<file path="config.mk">
export PLATFORM = sky130hd
export DESIGN_NAME = fb_write_scheduler
export DESIGN_NICKNAME = d
export VERILOG_FILES = /design/src/rtl/fb_write_scheduler.sv
export SDC_FILE = /design/constraint.sdc
export NUM_CORES = 1
export LEC_CHECK = 0
export CAP_MARGIN = 20
export CORE_MARGIN = 2
export CORE_UTILIZATION = 50
export CTS_BUF_LIST = sky130_fd_sc_hd__clkbuf_8 sky130_fd_sc_hd__clkbuf_16
export DETAILED_ROUTE_END_ITERATION = 8
export GPL_TIMING_DRIVEN = 0
export HOLD_SLACK_MARGIN = 0.12
export PLACE_DENSITY_LB_ADDON = 0.3
export SYNTH_ARGS = -nofsm -noshare
export SYNTH_HDL_FRONTEND = slang
export SYNTH_SLANG_ARGS = --single-unit
</file>
<file path="constraint.sdc">
create_clock -name iVGA_CLK -period 4.1 [get_ports iVGA_CLK]
set_input_delay 0.41 -clock iVGA_CLK [delete_from_list [all_inputs] [get_ports iVGA_CLK]]
set_output_delay 0.41 -clock iVGA_CLK [all_outputs]
set_load 0.01 [all_outputs]
</file>
<file path="src/rtl/fb_write_scheduler.sv">
// Owns the index-memory write port: round-robin arbitration among drawing requesters plus a vsync-aligned full-frame clear.
// Build option: define WRITE_IN_BLANK_EN to confine grants and clear writes to blanking intervals.
module fb_write_scheduler #(
  parameter int NUM_REQ  = 3,
  parameter int ADDR_W   = 19,
  parameter int DATA_W   = 3,
  parameter int FB_DEPTH = 307200,
  parameter int BG_INDEX = 0
) (
  input  logic                      iVGA_CLK,
  input  logic                      iRST_n,
  input  logic                      cVS,
  input  logic                      cBLANK_n,
  input  logic [NUM_REQ-1:0]        req_valid,
  input  logic [NUM_REQ*ADDR_W-1:0] req_addr,
  input  logic [NUM_REQ*DATA_W-1:0] req_data,
  output logic [NUM_REQ-1:0]        req_ready,
  input  logic                      clear_start,
  output logic                      clear_busy,
  output logic                      clear_done,
  output logic [ADDR_W-1:0]         mem_waddr,
  output logic [DATA_W-1:0]         mem_wdata,
  output logic                      mem_wenable,
  output logic [15:0]               frame_count
);

  // state       | meaning
  // ST_ARB      | serve requesters, accept clear_start
  // ST_CLR_WAIT | clear pending, still serving requesters until the next frame start
  // ST_CLEAR    | sweeping BG_INDEX over 0..FB_DEPTH-1, requesters stalled
  localparam logic [1:0] ST_ARB      = 2'd0;
  localparam logic [1:0] ST_CLR_WAIT = 2'd1;
  localparam logic [1:0] ST_CLEAR    = 2'd2;

  localparam int PTR_W = (NUM_REQ > 1) ? $clog2(NUM_REQ) : 1;
  localparam logic [ADDR_W-1:0] CLR_LAST = ADDR_W'(FB_DEPTH - 1);
  localparam logic [PTR_W-1:0]  PTR_LAST = PTR_W'(NUM_REQ - 1);

  logic [1:0]        state_q, state_d;
  logic [PTR_W-1:0]  rr_ptr_q, rr_ptr_d;
  logic [ADDR_W-1:0] clr_addr_q, clr_addr_d;
  logic              busy_q, busy_d;
  logic              last_q, last_d;
  logic              done_q;
  logic [ADDR_W-1:0] waddr_q, waddr_d;
  logic [DATA_W-1:0] wdata_q, wdata_d;
  logic              wen_q, wen_d;
  logic [15:0]       fc_q, fc_d;
  logic              vs_q;

  logic              frame_start;
  logic              wr_allow;
  logic              serve_ok;
  logic              grant_any;
  logic [PTR_W-1:0]  grant_idx;
  logic [PTR_W-1:0]  idx_p;
  int                idx;
  logic              handshake;
  logic [ADDR_W-1:0] sel_addr;
  logic [DATA_W-1:0] sel_data;

  assign frame_start = vs_q & ~cVS;

`ifdef WRITE_IN_BLANK_EN
  assign wr_allow = ~cBLANK_n;
`else
  logic unused_blank;
  assign unused_blank = cBLANK_n;
  assign wr_allow     = 1'b1;
`endif

  // The clear takes the port on the frame_start cycle, so no grant is issued then.
  assign serve_ok = iRST_n & wr_allow &
                    ((state_q == ST_ARB) | ((state_q == ST_CLR_WAIT) & ~frame_start));

  always_comb begin
    grant_any = 1'b0;
    grant_idx = '0;
    idx       = 0;
    idx_p     = '0;
    for (int k = 0; k < NUM_REQ; k++) begin
      idx   = (int'(rr_ptr_q) + k) % NUM_REQ;
      idx_p = PTR_W'(idx);
      if (!grant_any && req_valid[idx_p]) begin
        grant_any = 1'b1;
        grant_idx = idx_p;
      end
    end
  end

  assign handshake = serve_ok & grant_any;

  always_comb begin
    req_ready = '0;
    if (handshake) req_ready[grant_idx] = 1'b1;
  end

  always_comb begin
    sel_addr = '0;
    sel_data = '0;
    for (int i = 0; i < NUM_REQ; i++) begin
      if (grant_idx == PTR_W'(i)) begin
        sel_addr = req_addr[i*ADDR_W +: ADDR_W];
        sel_data = req_data[i*DATA_W +: DATA_W];
      end
    end
  end

  always_comb begin
    state_d    = state_q;
    rr_ptr_d   = rr_ptr_q;
    clr_addr_d = clr_addr_q;
    busy_d     = busy_q;
    last_d     = 1'b0;
    waddr_d    = waddr_q;
    wdata_d    = wdata_q;
    wen_d      = 1'b0;
    fc_d       = frame_start ? fc_q + 16'd1 : fc_q;

    case (state_q)
      ST_ARB: begin
        if (clear_start) begin
          state_d = ST_CLR_WAIT;
          busy_d  = 1'b1;
        end
      end
      ST_CLR_WAIT: begin
        if (frame_start) state_d = ST_CLEAR;
      end
      ST_CLEAR: begin
        if (wr_allow) begin
          wen_d   = 1'b1;
          waddr_d = clr_addr_q;
          wdata_d = DATA_W'(BG_INDEX);
          if (clr_addr_q == CLR_LAST) begin
            state_d    = ST_ARB;
            clr_addr_d = '0;
            busy_d     = 1'b0;
            last_d     = 1'b1;
          end else begin
            clr_addr_d = clr_addr_q + 1'b1;
          end
        end
      end
      default: state_d = ST_ARB;
    endcase

    if (handshake) begin
      wen_d    = 1'b1;
      waddr_d  = sel_addr;
      wdata_d  = sel_data;
      rr_ptr_d = (grant_idx == PTR_LAST) ? '0 : grant_idx + 1'b1;
    end
  end

  always_ff @(posedge iVGA_CLK or negedge iRST_n) begin
    if (!iRST_n) begin
      state_q    <= ST_ARB;
      rr_ptr_q   <= '0;
      clr_addr_q <= '0;
      busy_q     <= 1'b0;
      last_q     <= 1'b0;
      done_q     <= 1'b0;
      waddr_q    <= '0;
      wdata_q    <= '0;
      wen_q      <= 1'b0;
      fc_q       <= '0;
      vs_q       <= 1'b1;
    end else begin
      state_q    <= state_d;
      rr_ptr_q   <= rr_ptr_d;
      clr_addr_q <= clr_addr_d;
      busy_q     <= busy_d;
      last_q     <= last_d;
      done_q     <= last_q;
      waddr_q    <= waddr_d;
      wdata_q    <= wdata_d;
      wen_q      <= wen_d;
      fc_q       <= fc_d;
      vs_q       <= cVS;
    end
  end

  assign mem_waddr   = waddr_q;
  assign mem_wdata   = wdata_q;
  assign mem_wenable = wen_q;
  assign clear_busy  = busy_q;
  assign clear_done  = done_q;
  assign frame_count = fc_q;

endmodule
</file>
==> impl_results.html <==
<table>
<tr><th>Metric</th><th>Value</th></tr>
<tr><th colspan="2">Status</th></tr>
<tr><td>Run status</td><td>completed</td></tr>
<tr><th colspan="2">Logic synthesis</th></tr>
<tr><td>Most frequently used cell type in the post-synthesis netlist</td><td>sky130_fd_sc_hd__dfrtp_1</td></tr>
<tr><td>Count of flip-flops with a built-in enable after synthesis</td><td>0</td></tr>
<tr><td>Count of synthesis-stage warnings from yosys</td><td>0</td></tr>
<tr><td>Compound-cell area share of the yosys netlist</td><td>0.1235</td></tr>
<tr><td>Simple-Gate Fraction of Synth Area</td><td>0.2239</td></tr>
<tr><td>Number of synthesized register bits</td><td>66</td></tr>
<tr><td>Main flop type after synthesis</td><td>sky130_fd_sc_hd__dfrtp_1</td></tr>
<tr><td>Yosys top cell area share</td><td>0.4534</td></tr>
<tr><td>Number of instances in the synthesized netlist</td><td>361</td></tr>
<tr><td>Leading cell types by count after synthesis</td><td>65 x sky130_fd_sc_hd__dfrtp_1, 47 x sky130_fd_sc_hd__nand2_1, 21 x sky130_fd_sc_hd__nor2_1</td></tr>
<tr><td>Net count after synthesis</td><td>441</td></tr>
<tr><td>Post-Synth XOR/XNOR Area</td><td>0.07081</td></tr>
<tr><td>Fraction of the mapped netlist area in adder cells</td><td>0.02093</td></tr>
<tr><td>Count of distinct cell types in the synthesized netlist</td><td>51</td></tr>
<tr><td>Top post-synthesis cells by area</td><td>sky130_fd_sc_hd__dfrtp_1 45%, sky130_fd_sc_hd__mux2i_1 5.3%, sky130_fd_sc_hd__nand2_1 4.9%</td></tr>
<tr><td>Portion of the post-synthesis area used by sequential elements</td><td>0.4608</td></tr>
<tr><td>Mux share of post-synthesis cell area</td><td>0.06243</td></tr>
<tr><td>Mean post-synth cell area</td><td>9.937 um2</td></tr>
<tr><td>Proportion of register bits with asynchronous set or reset after synthesis</td><td>1.000</td></tr>
<tr><td>Post-synthesis instance area</td><td>0.003587 mm2</td></tr>
<tr><td>Dominant combinational cell family by area after synthesis</td><td>simple AND/OR/NAND/NOR gates</td></tr>
<tr><td>Cell type with the highest aggregate area in the netlist</td><td>sky130_fd_sc_hd__dfrtp_1</td></tr>
<tr><th colspan="2">Global route</th></tr>
<tr><td>Global route total overflow</td><td>0</td></tr>
<tr><td>Pin count of the biggest net entering global routing</td><td>68</td></tr>
<tr><td>Global-route wire length before repair</td><td>15.94 mm</td></tr>
<tr><td>Global Route Usage Sum</td><td>0.2659</td></tr>
<tr><td>Met2 track demand over resource in global routing</td><td>0.4267</td></tr>
<tr><td>Routing usage on met1</td><td>0.3435</td></tr>
<tr><td>Vias in the first global route</td><td>3372</td></tr>
<tr><td>Met3 usage</td><td>0.06437</td></tr>
<tr><td>Routing layer with the top usage in global route</td><td>met2</td></tr>
<tr><td>Initial antenna violation count</td><td>0</td></tr>
<tr><th colspan="2">Timing</th></tr>
<tr><td>Count of endpoints failing setup in the final report</td><td>0</td></tr>
<tr><td>Relative max-transition margin</td><td>0.4341</td></tr>
<tr><td>Transition time at the pin with the least slew margin</td><td>848.8 ps</td></tr>
<tr><td>Top achievable clock speed</td><td>311.5 MHz</td></tr>
<tr><td>Final critical-path required period</td><td>3210 ps</td></tr>
<tr><td>Setup skew after layout</td><td>8.059 ps</td></tr>
<tr><td>Final number of hold-violating endpoints</td><td>0</td></tr>
<tr><td>Max-slew violation count</td><td>0</td></tr>
<tr><td>Period Utilization, post-route</td><td>0.7829</td></tr>
<tr><td>Unrepaired setup endpoints after global routing</td><td>false</td></tr>
<tr><th colspan="2">Clocking</th></tr>
<tr><td>Clock-pin slew on the worst setup and hold paths</td><td>70 ps</td></tr>
<tr><td>Number of post-CTS setup repair buffers</td><td>0</td></tr>
<tr><td>Clock sinks</td><td>66</td></tr>
<tr><td>Clk Tree Root Cell</td><td>sky130_fd_sc_hd__clkbuf_8</td></tr>
<tr><td>Post-CTS Hold Buffers</td><td>0</td></tr>
<tr><td>CTS tree</td><td>yes</td></tr>
<tr><td>Maximum level of the CTS H-tree</td><td>3</td></tr>
<tr><td>Number of buffers on the longest clock path</td><td>2</td></tr>
<tr><td>Resized Gates After CTS</td><td>0</td></tr>
<tr><td>Clock Latency Late Sink</td><td>340 ps</td></tr>
<tr><td>Number of buffers added by the clock tree synthesis step</td><td>9</td></tr>
<tr><th colspan="2">Worst setup path</th></tr>
<tr><td>Crit path from</td><td>rr_ptr_q[1]</td></tr>
<tr><td>Setup crit start kind</td><td>register</td></tr>
<tr><td>CP max FO</td><td>10</td></tr>
<tr><td>Crit Reg-Reg Startpoint</td><td>rr_ptr_q[1]</td></tr>
<tr><td>Category of the worst setup path capture point</td><td>primary output</td></tr>
<tr><td>WS Path Type</td><td>reg -&gt; out</td></tr>
<tr><td>Worst path required time</td><td>3690 ps</td></tr>
<tr><td>Highest-delay cell along the critical path</td><td>sky130_fd_sc_hd__clkdlybuf4s50_1</td></tr>
<tr><td>Family of cells with the greatest summed delay on the critical path</td><td>buffers and inverters</td></tr>
<tr><td>Slowest Stage Delay on Critical Path</td><td>560 ps</td></tr>
<tr><td>Critical path, cell by cell</td><td>inv_1, ha_1, mux2i_1, nand4b_1, a21oi_2, buf_4, and2_1, clkdlybuf4s50_1</td></tr>
<tr><td>Crit path DAT</td><td>2800 ps</td></tr>
<tr><td>Combined buffer and inverter count along the critical path</td><td>3</td></tr>
<tr><th colspan="2">Pwr</th></tr>
<tr><td>Leakage</td><td>2.155 nW</td></tr>
<tr><td>Power after layout</td><td>2.974 mW</td></tr>
<tr><td>Max rail drop VDD</td><td>343.9 uV</td></tr>
<tr><td>Cell area power density</td><td>586.7 mW/mm2</td></tr>
<tr><th colspan="2">Layout</th></tr>
<tr><td>Register area</td><td>0.001653 mm2</td></tr>
<tr><td>Area occupied by multi-input gates</td><td>0.001799 mm2</td></tr>
<tr><td>Area of all placed cells without fillers</td><td>0.005069 mm2</td></tr>
<tr><td>Layout cells sized above 1</td><td>0.1037</td></tr>
<tr><td>ANT cells</td><td>0</td></tr>
<tr><td>Area growth, synth to finish</td><td>41.30%</td></tr>
<tr><td>Fillers</td><td>486</td></tr>
<tr><td>Post-layout net count</td><td>568</td></tr>
<tr><th colspan="2">Run</th></tr>
<tr><td>Number of max-cap violations</td><td>0</td></tr>
<tr><th colspan="2">Die</th></tr>
<tr><td>Die height</td><td>88.70 um</td></tr>
<tr><td>Std-Cell Rows</td><td>30</td></tr>
<tr><td>CORE AREA</td><td>0.006869 mm2</td></tr>
<tr><td>Initial standard-cell utilization of the core</td><td>0.5222</td></tr>
<tr><td>Die outline area</td><td>0.007868 mm2</td></tr>
<tr><td>Die span in x</td><td>88.70 um</td></tr>
<tr><td>IO Count</td><td>118</td></tr>
<tr><th colspan="2">Routing</th></tr>
<tr><td>Post-DRT Antenna Nets</td><td>0</td></tr>
<tr><td>Routed vias</td><td>3279</td></tr>
<tr><td>Post-DR wirelength/cell</td><td>16.73 um</td></tr>
<tr><td>Ratio of routed vias to standard cells</td><td>5.577</td></tr>
<tr><td>Post-detailed-routing wire length</td><td>9.838 mm</td></tr>
<tr><td>Detailed-routing iteration count for the pre-antenna-repair pass</td><td>4</td></tr>
<tr><td>DRC</td><td>0</td></tr>
<tr><td>DRC violation total after the first TritonRoute iteration</td><td>175</td></tr>
<tr><th colspan="2">Place</th></tr>
<tr><td>HPWL after detailed placement</td><td>7.376 mm</td></tr>
<tr><td>Global placement routability congestion</td><td>0.8435</td></tr>
<tr><td>Count of input and output buffers</td><td>116</td></tr>
<tr><td>Placed cell area</td><td>0.004866 mm2</td></tr>
<tr><th colspan="2">Hold path</th></tr>
<tr><td>Min-delay worst type</td><td>in -&gt; async</td></tr>
</table>
==> layout make-up <==
| cell class | instances | area share |
|---|---|---|
| multi-input combinational | 269 | 0.3550 |
| sequential | 66 | 0.3261 |
| timing repair buffer | 116 | 0.2286 |
| clock buffer | 11 | 0.02987 |
| tap | 96 | 0.02370 |
| buffer | 19 | 0.02148 |
| clock inverter | 4 | 0.01012 |
| inverter | 7 | 0.005184 |
==> flip-flops by register name, summed over array words and instances (netlist names) <==
register,flops
clr_addr_q,19
clear_busy,1
clear_done,1
state_q,2
mem_waddr,19
rr_ptr_q,2
vs_q,1
last_q,1
mem_wenable,1
frame_count,16
mem_wdata,3
==> final timing paths <==
check	endpoint	slack (ps)	cells after the start
setup / recovery	req_ready[1]	890	8
hold / removal	mem_waddr[16]	150	1
setup reg to reg	mem_waddr[2]	1760	8
hold reg to reg	clear_done	350	0
max in group asynchronous	clr_addr_q[2]	3360	1
min in group iVGA_CLK	clear_done	350	0
==> worst register-to-register path, cell delays in order (launching register included) <==
cell and delay, ps:
sky130_fd_sc_hd__dfrtp_1 410, sky130_fd_sc_hd__inv_1 110, sky130_fd_sc_hd__ha_1 250, sky130_fd_sc_hd__mux2i_1 200
sky130_fd_sc_hd__nand4b_1 160, sky130_fd_sc_hd__a21oi_2 320, sky130_fd_sc_hd__mux2_2 390, sky130_fd_sc_hd__a32oi_1 290
sky130_fd_sc_hd__nand2_1 80
==> placed cells by master, fill, tap and decap left out, types with 7 or more instances in the layout <==
cell type,netlist,final
sky130_fd_sc_hd__buf_2,12,12
sky130_fd_sc_hd__xnor2_1,19,19
sky130_fd_sc_hd__o21ai_1,10,10
sky130_fd_sc_hd__and3_1,18,18
sky130_fd_sc_hd__clkdlybuf4s50_1,0,115
sky130_fd_sc_hd__o22ai_1,20,20
sky130_fd_sc_hd__nand2_1,47,47
sky130_fd_sc_hd__dfrtp_1,65,65
sky130_fd_sc_hd__mux2i_1,19,19
sky130_fd_sc_hd__xor2_1,10,10
sky130_fd_sc_hd__o221ai_1,7,7
sky130_fd_sc_hd__inv_1,7,7
sky130_fd_sc_hd__a21oi_1,7,7
sky130_fd_sc_hd__nor2_1,21,21
sky130_fd_sc_hd__o21ai_0,8,8
sky130_fd_sc_hd__nor3_1,10,10
sky130_fd_sc_hd__clkbuf_8,0,11
sky130_fd_sc_hd__nand3_1,13,13
==> stage by stage <==
step           instances  setup slack (ps)    util  TNS, ps  hold slack, ps
6_report             588             890.0  0.7379        0           146.8
4_1_cts              588             902.5  0.7379        0           204.2
3_5_place_dp         573              1056  0.7084        0           336.3
2_1_floorplan        361              2086       -        0           114.4
3_3_place_gp         573             -1258  0.7087   -17230           333.8
5_1_grt              588             731.9  0.7379        0           229.4
==> metal layers <==
layer	vias up	wire length, um	part of all wire
met5	-	0	0
met1	1587	4179	0.42
met4	0	189	0.019
li1	1543	-	-
met3	20	610	0.062
met2	129	4858	0.49
==> power breakdown <==
| part | switching (mW) | leakage [nW] | internal [mW] |
|---|---|---|---|
| Combinational | 0.731 | 1.20 | 0.706 |
| Clock | 0.249 | 0.101 | 0.311 |
| Sequential | 0.150 | 0.856 | 0.827 |
| Total | 1.13 | 2.16 | 1.84 |
==> cells by family after synthesis <==
group,after synthesis
flip-flops,66
multiplexers,22
adder cells (fa/ha/maj),6
AND/OR/NAND/NOR,144
AO/OA/AOI/OAI,68
XOR/XNOR,29
buffers and inverters,26
Power figures use the tool's default switching activity.
